## src/rtl/exc_pkg.sv

```systemverilog
// Shared types and constants for the exception controller.
// States, cause codes and the watchdog limit.
package exc_pkg;

  typedef enum logic [1:0] {
    S_IDLE,
    S_RAISE,
    S_HANDLER,
    S_FAULT
  } state_e;

  localparam logic [3:0] EST_NONE  = 4'b0000;
  localparam logic [3:0] EST_IRQ   = 4'b0001;
  localparam logic [3:0] EST_INSTR = 4'b0010;
  localparam logic [3:0] EST_FATAL = 4'b1111;

  localparam logic [3:0] WDOG_MAX = 4'hF;

endpackage

```

## src/rtl/exc_wdog.sv

```systemverilog
// Acknowledge watchdog for the RAISE phase.
// Counts unacknowledged cycles; expired at WDOG_MAX.
module exc_wdog
  import exc_pkg::*;
(
  input  logic clk,
  input  logic reset,
  input  logic clear,
  input  logic enable,
  output logic expired
);

  logic [3:0] cnt_q;
  logic [3:0] cnt_d;

  // Next count: clear wins over increment
  always_comb begin
    cnt_d = cnt_q;
    if (clear) begin
      cnt_d = 4'h0;
    end else if (enable) begin
      cnt_d = cnt_q + 4'h1;
    end
  end

  // Count register
  always_ff @(posedge clk) begin
    if (reset) begin
      cnt_q <= 4'h0;
    end else begin
      cnt_q <= cnt_d;
    end
  end

  assign expired = (cnt_q == WDOG_MAX);

endmodule

```

## src/rtl/exc_controller.sv

```systemverilog
// Exception controller: IRQ / invalid-opcode entry,
// handler tracking, ERET return and fatal halt.
module exc_controller
  import exc_pkg::*;
(
  input  logic       clk,
  input  logic       reset,
  input  logic       ExtIRQ,
  input  logic       NotAnInstr,
  input  logic       Eret,
  input  logic       ExcAck,
  output logic       Exc,
  output logic       ExtIAck,
  output logic       EPCWrite,
  output logic [3:0] EStatus,
  output logic       InHandler,
  output logic       Halt
);

  state_e     state_q, state_d;
  logic [3:0] estatus_q, estatus_d;
  logic       first_q, first_d;
  logic       wd_clear;
  logic       wd_enable;
  logic       wd_expired;

  exc_wdog u_wdog (
    .clk     (clk),
    .reset   (reset),
    .clear   (wd_clear),
    .enable  (wd_enable),
    .expired (wd_expired)
  );

  // Next state, cause code and watchdog control
  always_comb begin
    state_d   = state_q;
    estatus_d = estatus_q;
    first_d   = 1'b0;
    wd_clear  = 1'b0;
    wd_enable = 1'b0;
    case (state_q)
      S_IDLE: begin
        if (NotAnInstr) begin
          state_d   = S_RAISE;
          estatus_d = EST_INSTR;
          first_d   = 1'b1;
          wd_clear  = 1'b1;
        end else if (ExtIRQ) begin
          state_d   = S_RAISE;
          estatus_d = EST_IRQ;
          first_d   = 1'b1;
          wd_clear  = 1'b1;
        end
      end
      S_RAISE: begin
        if (ExcAck) begin
          state_d = S_HANDLER;
        end else if (wd_expired) begin
          state_d   = S_FAULT;
          estatus_d = EST_FATAL;
        end else begin
          wd_enable = 1'b1;
        end
      end
      S_HANDLER: begin
        if (Eret) begin
          state_d   = S_IDLE;
          estatus_d = EST_NONE;
        end else if (NotAnInstr) begin
          state_d   = S_FAULT;
          estatus_d = EST_FATAL;
        end
      end
      S_FAULT: begin
        state_d = S_FAULT;
      end
      default: begin
        state_d   = S_IDLE;
        estatus_d = EST_NONE;
      end
    endcase
  end

  // State and flag registers
  always_ff @(posedge clk) begin
    if (reset) begin
      state_q   <= S_IDLE;
      estatus_q <= EST_NONE;
      first_q   <= 1'b0;
    end else begin
      state_q   <= state_d;
      estatus_q <= estatus_d;
      first_q   <= first_d;
    end
  end

  assign Exc       = (state_q == S_RAISE);
  assign EPCWrite  = Exc && first_q;
  assign ExtIAck   = EPCWrite && (estatus_q == EST_IRQ);
  assign EStatus   = estatus_q;
  assign InHandler = (state_q == S_HANDLER);
  assign Halt      = (state_q == S_FAULT);

endmodule

```

## config.mk

```make
export PLATFORM = sky130hd
export DESIGN_NAME = exc_controller
export DESIGN_NICKNAME = d
export VERILOG_FILES = /design/src/rtl/exc_pkg.sv /design/src/rtl/exc_wdog.sv /design/src/rtl/exc_controller.sv
export SDC_FILE = /design/constraint.sdc
export NUM_CORES = 1
export LEC_CHECK = 0
export BUFFER_PORTS_ARGS = -buffer_cell sky130_fd_sc_hd__clkbuf_2
export CELL_PAD_IN_SITES_DETAIL_PLACEMENT = 1
export CELL_PAD_IN_SITES_GLOBAL_PLACEMENT = 1
export CORE_MARGIN = 2
export CORE_UTILIZATION = 40
export CTS_BUF_LIST = sky130_fd_sc_hd__clkbuf_4 sky130_fd_sc_hd__clkbuf_8
export DETAILED_ROUTE_END_ITERATION = 6
export HOLD_SLACK_MARGIN = 0.15
export PLACE_DENSITY_LB_ADDON = 0.3
export SKIP_LAST_GASP = 1
export SLEW_MARGIN = 25
export SYNTH_ARGS = -nofsm -noshare
export SYNTH_HDL_FRONTEND = slang
export SYNTH_SLANG_ARGS = --single-unit
```

## constraint.sdc

```tcl
create_clock -name clk -period 1.8 [get_ports clk]
set_input_delay 0.09 -clock clk [delete_from_list [all_inputs] [get_ports clk]]
set_output_delay 0.09 -clock clk [all_outputs]
set_load 0.05 [all_outputs]
```

After elaboration in Yosys (flattened, before gate mapping):

Cells that the tools add are included.

* $mul: 0
* reductions and logical operators: 7
* shifts and indexed selects: 0
* order comparisons: 0
* divide/modulo/power cells: 0
* add/sub/neg operators: 1
* equal/unequal tests: 10
* multiplexer cells: 20
* bitwise operators: 0

Operator list (number)
* $mux 4: 6
* $mux 2: 6
* $pmux 4 s3: 1
* $pmux 2 s4: 1
* $mux 1: 6
* $ne 3x3->1 const B: 2
* $reduce_and 5->1: 1
* $add 4x1->4 const B: 1
* $eq 2x2->1 const B: 2
* $eq 4x1->1 const B: 1
* $eq 4x4->1 const B: 1
* $ne 3x2->1 const B: 1
* $reduce_and 3->1: 1
* $reduce_bool 3->1: 1
* $eq 2x1->1 const B: 1
* $logic_and 1x1->1: 2
* $logic_not 2->1: 1
* $ne 2x1->1 const B: 1
* $ne 2x2->1 const B: 1
* $reduce_or 2->1: 1

* memories kept: 0
* register bits: 11
* output and inout port bits: 9
* bits in read-only memories: 0
* logic and storage cells: 42
* RAM bits: 0
* bits of input ports: 6
* bits in latches: 0

Logic depth before layout (Yosys ltp):

* depth in word-level cells: 4
* mapped depth: 6
* gate-level depth less buffers: 6

By module:

Synthesis repeated with hierarchy kept, for this count alone.

* cells, all modules: 69
* area, all modules: 613.1 µm²

Modules (own cells, without submodules)
* exc_controller: sequential area each 120.1 µm², cells each 51, area an instance 429.2 µm², times used 1
* exc_wdog: sequential area each 80.1 µm², cells each 18, area an instance 183.9 µm², times used 1

Worst setup path before layout:

No wires, ideal clock.

* path type: reg2out
* from: register state_q[1]
* to: output port ExtIAck
* arrival: 1.666 ns
* data required time: 1.710 ns
* slack: 0.044 ns
* buffers on the path: 0
* stages on the path, launching flop included: 5
* cell sequence: dfxtp_1 -> inv_1 -> ha_1 -> and2_1 -> and3_1

* cells in the longest elaborated chain, start to end: 3

Ends and longest elaborated chain
* from (decl): RTL line exc_controller.sv:20 `state_e state_q, state_d;`
* from (signal assigned): RTL line exc_controller.sv:92 `state_q <= state_d;`
* $eq 2x1->1: RTL line exc_controller.sv:98 `assign Exc = (state_q == S_RAISE);`
* $logic_and 1x1->1: RTL line exc_controller.sv:99 `assign EPCWrite = Exc && first_q;`
* via EPCWrite: RTL line exc_controller.sv:14 `output logic EPCWrite,`
* $logic_and 1x1->1: RTL line exc_controller.sv:100 `assign ExtIAck = EPCWrite && (estatus_q == EST_IRQ);`
* to (decl): RTL line exc_controller.sv:13 `output logic ExtIAck,`

The timed path passes the listed nets, and every way through them passes these cells.

Worst setup path in the final report:

* from: register state_q[1]
* to: output port ExtIAck

* cells in the longest elaborated chain, start to end: 3

Ends and longest elaborated chain (RTL line)
* $eq 2x1->1: exc_controller.sv:98
* $logic_and 1x1->1: exc_controller.sv:99
* $logic_and 1x1->1: exc_controller.sv:100

Every way passes these cells.

==> impl_results.md <==
- Area grow syn2layout: 22.7%
- Worst-Skew Late Latency: 0.27 ns
- FF-to-FF setup slack: 0.16 ns
- Area of the core: 0.00149 mm2
- FMAX: 596 MHz
- Slew margin rel.: 66.5%
- Ys flop type: dfxtp_1
- Worst slew pin tran: 0.489 ns
- Worst Hold Class: input pin to flip-flop
- CP startpoint kind: flip-flop
- Register bit total from synthesis: 10
- Register area share after synthesis: 32.1%
- GPL Wtd Cong: 0.721
- First-pass GRT wire length: 2.35 mm
- Mapped cell area: 623 um2
- Syn nets: 82
- CP required: 1.71 ns
- Sink Count: 10
- Hold WS: 0.170 ns
- Height of the die: 43.5 um
- Share of cells above drive strength 1: 31.8%
- Worst-path clk slew: 0.08 ns
- WP data arrival: 1.59 ns
- Tmin final: 1.68 ns
- Vias in the first global route: 536
- Setup TNS: 0 ns
- Root Buffer: clkbuf_4
- Worst setup EP type: output port
- Placed instance area: 706 um2
- Total power: 1.09 mW
- Post-synth top area share: 32.1%
- Pre-CTS setup slack: 0.101 ns
- Synth cell types: 30
- Clock buffer depth: 2
- Initial antenna violation count: 0
- Residual DRC: 0
- Dpl cells: 98
- PnR worst setup slack: 0.121 ns
- FFs w/ async S/R, synth: 0%
- DR vias: 559
- I/O Pins: 15
- Antenna diodes: 0
- Kind of critical path: flip-flop to output port
- Outcome: finished, final reports clean
- PortBufs: 14
- Worst VDD drop: 582 uV
- Warnings from Yosys: 0
- DP HPWL: 1.07 mm
- Vias per cell: 5.38
- Largest net degree at the start of global routing: 7
- Final Cycle Share: 93.3%
- Number of DRC markers in iteration 0: 2
- CTS tree: built
- Post-layout util: 51.3%
- Crit-path max FO: 5
- Synth area leaders: dfxtp_1, ha_1, mux2i_1
- Final Skew: 0.00443 ns
- Final setup violation count: 0
- Final Hold Vio Count: 0
- Post-Syn Instances: 69
- Routed WL: 1.36 mm
- Nets: 102
- Static leakage: 0.348 nW
- Final Non-Filler Cells: 104
- Commonest non-fill, non-tap cell in the layout: clkbuf_2
- Die area: 0.00189 mm2
- Initial cell density of the core: 41.8%
- Pwr/cell area: 1430 mW/mm2
- CTS buffer count: 3
- Gr usage total: 17.1%
- Die W: 43.5 um
- EDFF count, synth: 0
- Syn avg cell area: 9.03 um2
- Most frequent cells in the layout: clkbuf_2, dfxtp_1, nand2_1, ha_1, inv_1
- Floorplan row count: 14
- Detailed-route wire length per cell: 13.1 um
- H-tree lvl count: 1
- Remaining global-route overflow: 0
- RSZ-0062 raised after global routing: no
- Synth area leader: dfxtp_1
- Final Max Tran Viols: 0
- DRT Pass-1 Iters: 4
- DRT antenna net count: 0
- Post-route cell area: 764 um2
- Max Cap Violations: 0
-- report_power, final --
| part | switching (mW) | internal [mW] | leakage [nW] | total (mW) |
|---|---|---|---|---|
| clock | 0.0888 | 0.123 | 0.0210 | 0.211 |
| combinational | 0.385 | 0.187 | 0.245 | 0.572 |
| sequential | 0.0400 | 0.270 | 0.0818 | 0.310 |
-- final cells by class --
cell class / count / area [um2]
clock buffers: 4 / 36.3
fillers: 192 / 724
inverters: 5 / 18.8
multi-input cells: 53 / 399
flip-flops and latches: 10 / 200
well taps: 16 / 20.0
repair buffers: 16 / 90.1
-- cells by family (layout without fill, tap and decap cells) --
kind of cell / after synthesis / after routing / synth area share (%)
simple gates: 27 / 27 / 25.9
compound gates: 15 / 15 / 17.5
flops: 10 / 10 / 32.1
fa+ha+maj: 7 / 7 / 14.1
buf+inv: 6 / 25 / 4.22
mux: 3 / 3 / 4.82
xor+xnor: 1 / 1 / 1.41
-- synthesized netlist by cell type (2+ instances only) --
cell type,instances
nor2b_1,2
ha_1,7
nand3_1,2
mux2i_1,3
dfxtp_1,10
nand2_1,7
o21ai_0,3
a21oi_1,4
nor2_1,3
and2b_2,2
and3_1,2
inv_1,5
nor3_1,2
-- worst max-delay path, cell delays in order (launching register included) --
cell and delay (ns):
dfxtp_1 0.35, inv_1 0.16, ha_2 0.25, and2_1 0.15, and3_1 0.15, clkbuf_2 0.27
-- timing repair --
action                                  CTS  global route
buffers inserted                          0             0
endpoints found under the setup margin    0             2
hold buffers                              2             0
gates resized for setup                   0             1
endpoints found under the hold margin     4             0
-- state kept, by name, summed over array words and instances (netlist names) --
register,count
first_q,1
state_q,2
u_wdog.cnt_q,4
EStatus,3
-- worst paths after layout --
path	from	end	cells after the start
setup reg to reg	state_q[1]$_SDFFE_PP0P_	state_q[1]$_SDFFE_PP0P_	5
setup / recovery	state_q[1]$_SDFFE_PP0P_	ExtIAck	5
hold reg to reg	EStatus[1]$_SDFFE_PP0P_	EStatus[1]$_SDFFE_PP0P_	2
hold / removal	ExtIRQ	first_q$_SDFF_PP0_	3
-- layer usage --
metal	share of wire, %	global-route usage (%)
met1	48	21.2
met2	48	28.7
met3	3.7	3.75
met4	0.74	7.27
met5	0	0
No activity file was read; power rests on OpenSTA's default activity.
